File: src/rtl/rf_write_arbiter.sv
// -----------------------------------------------------------------------------
// rf_write_arbiter
//
// Shares the single register-file write port between the in-order pipeline
// write-back and results returned by the multi-cycle multiply/divide unit.
// The pipeline has priority. Multiply/divide results wait in a small FIFO.
// A starvation counter forces a short pipeline stall (DRAIN) so that buffered
// results reach the register file. The committed write is registered.
//
// Ports
//   clk, reset_n                  clock, asynchronous active-low reset
//   wb_valid/wb_rd/wb_data        pipeline write-back request (rd 0 = null)
//   md_valid/md_rd/md_data        multiply/divide result offer (rd 0 = drop)
//   md_ready                      FIFO can accept (from registered count only)
//   stall_wb                      pipeline must hold WB (high in DRAIN)
//   rf_we/rf_rd/rf_wdata          registered register-file write port
// -----------------------------------------------------------------------------
module rf_write_arbiter #(
   parameter int FIFO_DEPTH = 2,   // power of two, >= 2
   parameter int STARVE_MAX = 4    // >= 1
) (
   input  logic        clk,
   input  logic        reset_n,
   input  logic        wb_valid,
   input  logic [4:0]  wb_rd,
   input  logic [31:0] wb_data,
   input  logic        md_valid,
   input  logic [4:0]  md_rd,
   input  logic [31:0] md_data,
   output logic        md_ready,
   output logic        stall_wb,
   output logic        rf_we,
   output logic [4:0]  rf_rd,
   output logic [31:0] rf_wdata
);

   localparam int PTR_W = (FIFO_DEPTH > 1) ? $clog2(FIFO_DEPTH) : 1;
   localparam int CNT_W = PTR_W + 1;
   localparam int ST_W  = (STARVE_MAX > 1) ? $clog2(STARVE_MAX) : 1;

   localparam logic [CNT_W-1:0] CNT_FULL    = CNT_W'(FIFO_DEPTH);
   localparam logic [CNT_W-1:0] CNT_ONE     = CNT_W'(1);
   localparam logic [ST_W-1:0]  STARVE_LAST = ST_W'(STARVE_MAX - 1);
   localparam logic [PTR_W-1:0] DRAIN_LAST  = PTR_W'(FIFO_DEPTH - 1);

   typedef enum logic [1:0] {
      S_IDLE,   // FIFO empty
      S_PEND,   // FIFO holds results, pipeline still has priority
      S_DRAIN   // pipeline stalled, FIFO drains one entry per cycle
   } state_e;

   typedef struct packed {
      logic [4:0]  rd;
      logic [31:0] data;
   } entry_t;

   state_e           state_q,     state_d;
   logic [CNT_W-1:0] count_q,     count_d;
   logic [PTR_W-1:0] wr_ptr_q,    wr_ptr_d;
   logic [PTR_W-1:0] rd_ptr_q,    rd_ptr_d;
   logic [ST_W-1:0]  starve_q,    starve_d;
   logic [PTR_W-1:0] drain_cnt_q, drain_cnt_d;
   logic             rf_we_q,     rf_we_d;
   logic [4:0]       rf_rd_q,     rf_rd_d;
   logic [31:0]      rf_wdata_q,  rf_wdata_d;

   entry_t mem_q [FIFO_DEPTH];
   entry_t head;
   entry_t push_entry;

   logic fifo_empty;
   logic pipe_req;
   logic push;
   logic pop;

   assign fifo_empty = (count_q == '0);
   assign md_ready   = (count_q != CNT_FULL);
   assign stall_wb   = (state_q == S_DRAIN);

   // stall_wb masks the pipeline request, so in DRAIN the FIFO head always
   // wins; outside DRAIN the FIFO only gets the port when WB leaves it idle.
   assign pipe_req   = wb_valid & (wb_rd != '0) & ~stall_wb;
   assign push       = md_valid & md_ready & (md_rd != '0);
   assign pop        = ~pipe_req & ~fifo_empty;

   assign head       = mem_q[rd_ptr_q];
   assign push_entry = '{rd: md_rd, data: md_data};

   // Write-port grant and FIFO bookkeeping.
   always_comb begin
      // NOTE: every signal gets a default first so no path through this
      // block leaves a value unassigned, which would infer a latch.
      rf_we_d    = 1'b0;
      rf_rd_d    = rf_rd_q;
      rf_wdata_d = rf_wdata_q;
      wr_ptr_d   = wr_ptr_q;
      rd_ptr_d   = rd_ptr_q;
      count_d    = count_q;

      if (pipe_req) begin
         rf_we_d    = 1'b1;
         rf_rd_d    = wb_rd;
         rf_wdata_d = wb_data;
      end else if (pop) begin
         rf_we_d    = 1'b1;
         rf_rd_d    = head.rd;
         rf_wdata_d = head.data;
      end

      if (push) wr_ptr_d = wr_ptr_q + PTR_W'(1);
      if (pop)  rd_ptr_d = rd_ptr_q + PTR_W'(1);

      unique case ({push, pop})
         2'b10:   count_d = count_q + CNT_ONE;
         2'b01:   count_d = count_q - CNT_ONE;
         default: count_d = count_q;
      endcase
   end

   // Starvation counter and drain FSM.
   always_comb begin
      state_d     = state_q;
      starve_d    = starve_q;
      drain_cnt_d = drain_cnt_q;

      // Counts pipeline wins over a non-empty FIFO; wraps to zero exactly
      // when the PEND -> DRAIN decision is taken.
      if (pop || fifo_empty) begin
         starve_d = '0;
      end else if (pipe_req) begin
         starve_d = (starve_q == STARVE_LAST) ? '0 : starve_q + ST_W'(1);
      end

      unique case (state_q)
         S_IDLE: begin
            if (push) state_d = S_PEND;
         end
         S_PEND: begin
            if (pipe_req && !fifo_empty && (starve_q == STARVE_LAST)) begin
               state_d     = S_DRAIN;
               drain_cnt_d = '0;
            end else if (pop && (count_q == CNT_ONE) && !push) begin
               state_d = S_IDLE;
            end
         end
         S_DRAIN: begin
            drain_cnt_d = drain_cnt_q + PTR_W'(1);
            // Leave when this pop takes the last entry or after FIFO_DEPTH
            // drain cycles; a same-cycle push keeps the FIFO non-empty.
            if ((count_q == CNT_ONE) || (drain_cnt_q == DRAIN_LAST)) begin
               state_d = (count_d == '0) ? S_IDLE : S_PEND;
            end
         end
         default: state_d = S_IDLE;
      endcase
   end

   always_ff @(posedge clk or negedge reset_n) begin
      // NOTE: sequential state uses non-blocking assignments so every
      // register samples the pre-edge values of its peers.
      if (!reset_n) begin
         state_q     <= S_IDLE;
         count_q     <= '0;
         wr_ptr_q    <= '0;
         rd_ptr_q    <= '0;
         starve_q    <= '0;
         drain_cnt_q <= '0;
         rf_we_q     <= 1'b0;
         rf_rd_q     <= '0;
         rf_wdata_q  <= '0;
      end else begin
         state_q     <= state_d;
         count_q     <= count_d;
         wr_ptr_q    <= wr_ptr_d;
         rd_ptr_q    <= rd_ptr_d;
         starve_q    <= starve_d;
         drain_cnt_q <= drain_cnt_d;
         rf_we_q     <= rf_we_d;
         rf_rd_q     <= rf_rd_d;
         rf_wdata_q  <= rf_wdata_d;
      end
   end

   // NOTE: the storage array has no reset; resetting count and pointers is
   // enough to discard its contents, since an entry is only read after it
   // has been written.
   always_ff @(posedge clk) begin
      if (push) mem_q[wr_ptr_q] <= push_entry;
   end

   assign rf_we    = rf_we_q;
   assign rf_rd    = rf_rd_q;
   assign rf_wdata = rf_wdata_q;

endmodule

File: config.mk
export PLATFORM = sky130hd
export DESIGN_NAME = rf_write_arbiter
export DESIGN_NICKNAME = d
export VERILOG_FILES = /design/src/rtl/rf_write_arbiter.sv
export SDC_FILE = /design/constraint.sdc
export NUM_CORES = 1
export LEC_CHECK = 0
export ABC_AREA = 1
export CELL_PAD_IN_SITES_DETAIL_PLACEMENT = 1
export CELL_PAD_IN_SITES_GLOBAL_PLACEMENT = 1
export CORE_AREA = 2 2 100 102
export CTS_BUF_LIST = sky130_fd_sc_hd__clkbuf_8
export CTS_CLUSTER_DIAMETER = 40
export CTS_CLUSTER_SIZE = 10
export DETAILED_ROUTE_END_ITERATION = 16
export DIE_AREA = 0 0 102 104
export DONT_BUFFER_PORTS = 1
export PLACE_DENSITY = 0.86
export SYNTH_ARGS = -nofsm -noshare
export SYNTH_HDL_FRONTEND = slang
export SYNTH_SLANG_ARGS = --single-unit
File: constraint.sdc
create_clock -name clk -period 7.7 [get_ports clk]
set_input_delay 2.31 -clock clk [delete_from_list [all_inputs] [get_ports clk]]
set_output_delay 2.31 -clock clk [all_outputs]
set_load 0.005 [all_outputs]
# After elaboration in Yosys (flattened, before gate mapping)
# Memory sizes are Yosys's and may differ from the RTL's.
# Cells that the tools add are included.
# classes
n_addsub	6
n_eq_ne	11
muxes	20
n_bitwise	8
reduce_logical	18
# ops
operator	count
32-bit two-way mux	2
2-bit two-way mux	7
5-bit two-way mux	2
5-bit nonzero test	2
2-bit by 1-bit equality test with 1-bit output (second input constant)	3
2-bit equality test (second input constant)	3
2-bit logical NOT	3
1-bit two-way mux	6
2-bit inequality test (second input constant)	3
2-bit case mux with 3 select lines	1
2-bit nonzero test	3
1-bit bitwise AND	5
2-bit by 1-bit adder with 2-bit output (second input constant)	2
1-bit logical AND	4
2-bit case mux with 2 select lines	1
1-bit adder (second input constant)	3
3-bit inequality test (second input constant)	1
1-bit inverter	3
3-bit AND reduction	1
1-bit logical NOT	2
1-bit logical OR	2
2-bit by 1-bit inequality test with 1-bit output (second input constant)	1
1-bit case mux with 2 select lines	1
2-bit AND reduction	1
2-bit by 1-bit subtractor with 2-bit output (second input constant)	1
# totals
ff_bits	47
ram_bits	74
out_inout_bits	40
elab_cells	73
mem_count	1
# mem_list
memory	depth	width	rd	rd_clocked_by_memory_dff	wr	line	source
mem_q	2	37	1	0	1	67	entry_t mem_q [FIFO_DEPTH];

# Longest topological paths before layout
# depth
word_depth	11
mapped_depth	14
mapped_depth_nobuf	13

# Least setup slack after synthesis
# No wires, ideal clock.
# synth_path
path_type	input-to-reg
from	input md_valid
to	memory mem_q[1][0] (netlist bit), enable pin
setup_time_ps	433
arrival_time_ps	4140
setup_slack_ps	3127
path_stages	4
path_buffers	0
path_cell_list	inv_1 -> nor2_1 -> nand2_1 -> nor2_1
# synth_between
elab_chain_len	4
# synth_lines
item	line	source
from (decl)	27	input logic md_valid,
1-bit bitwise AND (2 in a row)	83	assign push = md_valid & md_ready & (md_rd != '0);
1-bit two-way mux	188	if (push) mem_q[wr_ptr_q] <= push_entry;
1-bit two-way mux (implied by the code)	188	
to (decl)	67	
# No other way between the ends.

# Worst setup path after layout
# layout_path
from	input wb_rd[4]
to	register state_q[0]
# layout_between
elab_chain_len	11
elab_cells_between_ends	19
# layout_lines
item	line	source
from (decl)	25	input logic [4:0] wb_rd,
5-bit nonzero test *	82	assign pipe_req = wb_valid & (wb_rd != '0) & ~stall_wb;
1-bit bitwise AND * (2 in a row)	82	
1-bit inverter *	84	assign pop = ~pipe_req & ~fifo_empty;
1-bit bitwise AND *	84	
2-bit by 1-bit equality test with 1-bit output or 2-bit equality test (tied branches)	113	unique case ({push, pop})
2-bit case mux with 2 select lines *	113	
via count_d[0]	58	logic [CNT_W-1:0] count_q, count_d;
2-bit logical NOT *	151	state_d = (count_d == '0) ? S_IDLE : S_PEND;
1-bit two-way mux *	151	
2-bit two-way mux *	150	if ((count_q == CNT_ONE) || (drain_cnt_q == DRAIN_LAST)) begin
2-bit case mux with 3 select lines *	134	unique case (state_q)
to (signal assigned)	172	state_q <= state_d;
to (decl)	57	state_e state_q, state_d;
# The timed path passes the listed nets; every way through them passes the cells marked *. The select of a mux whose other input is x is not followed.
# A chain may end at the register's enable or synchronous reset.

==> qor.csv <==
stage,metric,value,unit
status,run status,"complete, no violations",
global_routing,largest net degree at the start of global routing,48,
logic_synthesis,number of synthesized flops with an enable pin,74,
logic_synthesis,Netlist cell types,29,
logic_synthesis,top-count cell post-synth,nand2_1,
setup_path,RR Startpoint,count_q[0],
drt,First DRT Iteration DRCs,109,
global_routing,Total Routing Usage GR,21.9,%
floorplanning,Starting Density,52.1,%
floorplanning,die area,0.0106,sq mm
drt,Top Metal Used,met4,
drt,Via density,5.28,
logic_synthesis,Yosys reg bits,121,
finish,# fillers,993,
power,pwr dens,377,mW/mm^2
floorplanning,Chip Height,104,um
global_routing,GR Overflow Total,0,
logic_synthesis,largest area contributor in the netlist,edfxtp_1,
timing,final hold violation count,0,
logic_synthesis,Syn Inst Count,421,
floorplanning,die width,102,um
floorplanning,area of the core,0.00955,sq mm
clock_tree,"Gates resized, CTS repair",0,
setup_path,WS Path Type,input pin to flop,
clock_tree,"Reg clk slew, reported paths",0.07,ns
drt,WL final,10800,um
logic_synthesis,top_reg_cell synth,edfxtp_1,
drt,WL met3,910,um
finish,sequential cell area,0.00340,sq mm
timing,Slew @ Worst Pin,1.13,ns
timing,RSZ-0062 raised after global routing,false,
timing,max-slew violation count,0,
setup_path,most frequent CP cell,nor2_1,
drt,met1 WL,4020,um
finish,design area,0.00546,sq mm
setup_path,CP max stage delay,0.31,ns
clock_tree,Post CTS Setup Buffer Count,0,
logic_synthesis,Ys Warns,0,
clock_tree,total CTS buffers,17,
place,hpwl dp,7190,um
finish,share of cells above drive strength 1,13.0,%
timing,Setup TNS,0,ns
clock_tree,CTS H-tree lvls,4,
setup_path,CP max FO,23,
logic_synthesis,Netlist Area Pre-Place,0.00498,sq mm
clock_tree,CTS tree,built,
drt,WL met2,5710,um
timing,# setup viols final,0,
logic_synthesis,Syn Nets,505,
clock_tree,Root Buffer,clkbuf_8,
drt,Via Count,3013,
job,max_cap viols,0,
setup_path,CP cell instances,"nor2_1, nand3_2, nand2_4, nand2_8, inv_4, ha_1, nor2_1, o21ai_0, o21ai_0, nor2_1, nand2_1, nand2_1, a21oi_1",
logic_synthesis,top-area cell type share of the netlist area,44.6,%
logic_synthesis,ys async rst share,38.8,%
place,routability cong.,0.868,
global_routing,first-pass GRT wire length,17000,um
worst_hold_path,WHS Path Cells,1,
worst_hold_path,min-delay src,starve_q[0],
finish,Ant. Diodes,0,
worst_hold_path,Hold Crit Class,flop to flop,
finish,Layout Area Growth over Synthesis,9.65,%
finish,nets,509,
drt,wire per inst,18.9,um
timing,fmax,261,MHz
place,Setup WS pre-CTS,3.43,ns
logic_synthesis,main area contributors after synthesis,"edfxtp_1, dfrtp_1, nand2_1",
drt,DR DRC count,0,
timing,Slew HR,24.6,%
logic_synthesis,"Avg Cell Area, Syn",11.8,sq um
setup_path,CP required,8.05,ns
setup_path,Worst Reg-to-Reg Cells,13,
finish,multi-input combinational cell area,0.00138,sq mm
setup_path,CP endpoint kind,flop,
power,LEAKAGE,2.30,nW
floorplanning,Core Rows,36,
setup_path,Worst Setup SP,wb_rd[4],
setup_path,Critical-path top delay cell,ha_1,
logic_synthesis,"Seq/Total Area, Yosys",68.2,%
clock_tree,number of clock sinks,121,
timing,Final WS setup,3.87,ns
drt,Post-DRT Antenna Nets,0,
clock_tree,hold-fix buffers at CTS,0,
global_routing,initial antenna violation count,0,
timing,skew final,0.00581,ns
global_routing,vias in the first global route,3383,
setup_path,critical path arrival,4.18,ns
place,placed inst area,0.00504,sq mm
logic_synthesis,commonest cells in the netlist,"nand2_1, edfxtp_1, dfrtp_1, nand3_1, inv_1",
power,Max VDD drop,0.000173,V
clock_tree,clock buffer depth,2,
clock_tree,clock latency on the worst-skew pair,0.42,ns
setup_path,Worst setup SP type,input pin,
power,Overall Power,0.00206,W
place,PortBufs,0,
drt,first-pass detailed-route iteration total,4,
timing,fin crit share,49.8,%
timing,fin crit period,3.83,ns
floorplanning,I/O pin total,118,
## where the power goes
part	internal [W]	total (W)	switching (W)	leakage, nW
registers	0.000887	0.00102	0.000136	1.26
logic	0.000146	0.000448	0.000302	0.838
clock network	0.000331	0.000588	0.000257	0.209
## cells in the final DEF, fill, tap and decap left out
master | Yosys | layout
a21oi_4 | 1 | 1
ha_1 | 6 | 6
o211ai_2 | 9 | 9
bufinv_16 | 0 | 3
inv_4 | 1 | 1
inv_1 | 17 | 17
nand2_4 | 2 | 2
a21oi_1 | 2 | 2
nor2_1 | 15 | 13
clkinv_4 | 0 | 4
nand2_1 | 172 | 172
nand3_1 | 18 | 18
clkinvlp_4 | 0 | 2
inv_2 | 1 | 1
mux2i_1 | 15 | 15
clkinv_2 | 0 | 3
or2_1 | 1 | 1
nand3b_1 | 1 | 1
xor2_1 | 1 | 1
nand4_1 | 3 | 3
o21ai_0 | 4 | 4
edfxtp_1 | 74 | 74
nand3_2 | 5 | 5
dfrtp_1 | 47 | 46
nor3_1 | 1 | 1
clkbuf_8 | 0 | 18
dfrtp_2 | 0 | 1
o211ai_1 | 7 | 7
nand2_8 | 1 | 1
nor2_4 | 0 | 2
inv_6 | 2 | 4
## cells by family (layout without fill, tap and decap cells)
kind of cell,count (synthesis),count (layout),synth area share [%]
buffers and inverters,36,53,4.30
adder cells (fa/ha/maj),6,6,1.51
XOR/XNOR,1,1,0.176
flip-flops,121,121,68.2
AND/OR/NAND/NOR,219,219,18.5
AO/OA/AOI/OAI,23,23,4.25
multiplexers,15,15,3.01
## worst paths after layout
check / slack [ns] / end
setup / recovery: 3.87 / state_q[0]
hold / removal: 0.45 / starve_q[0]
setup reg to reg: 5.09 / state_q[0]
hold reg to reg: 0.45 / starve_q[0]
max in group asynchronous: 6.03 / rd_ptr_q
min in group asynchronous: 1.58 / rf_wdata[15]
## stage by stage
stage | util (%) | hold slack, ns | cells
final | 57.2 | 0.455 | 571
after floorplan | - | 0.413 | 421
after global placement | 52.8 | 0.423 | 539
after global routing | 57.2 | 0.470 | 571
after CTS | 57.2 | 0.453 | 571
after detailed placement | 52.8 | 0.443 | 539
## state kept, by name, summed over array words and instances (netlist names)
name and flops:
drain_cnt_q 1, rf_wdata 32, mem_q 74, rf_we 1, state_q 2, rf_rd 5
wr_ptr_q 1, starve_q 2, rd_ptr_q 1, count_q 2
## worst max-delay path, delay by kind of cell
kind | cells | cell delay [ns]
buffers and inverters | 1 | 0.24
AOI/OAI and AO/OA | 3 | 0.40
and+or+nand+nor | 8 | 0.89
adders and majority gates | 1 | 0.31
## final cells by class
| class | count | area share, % |
|---|---|---|
| clock buffer | 18 | 4.54 |
| clock inverter | 14 | 3.16 |
| inverter | 21 | 1.67 |
| multi-input combinational | 264 | 25.3 |
| sequential | 121 | 62.3 |
| tap | 133 | 3.05 |
## per-layer routing
layer / up-vias / track usage, %
met4: 0 / 8.95
met2: 119 / 37.5
li1: 1418 / -
met5: - / 0
met3: 14 / 8.53
met1: 1462 / 23.9
Note: power is estimated with default switching activity, not from simulation.
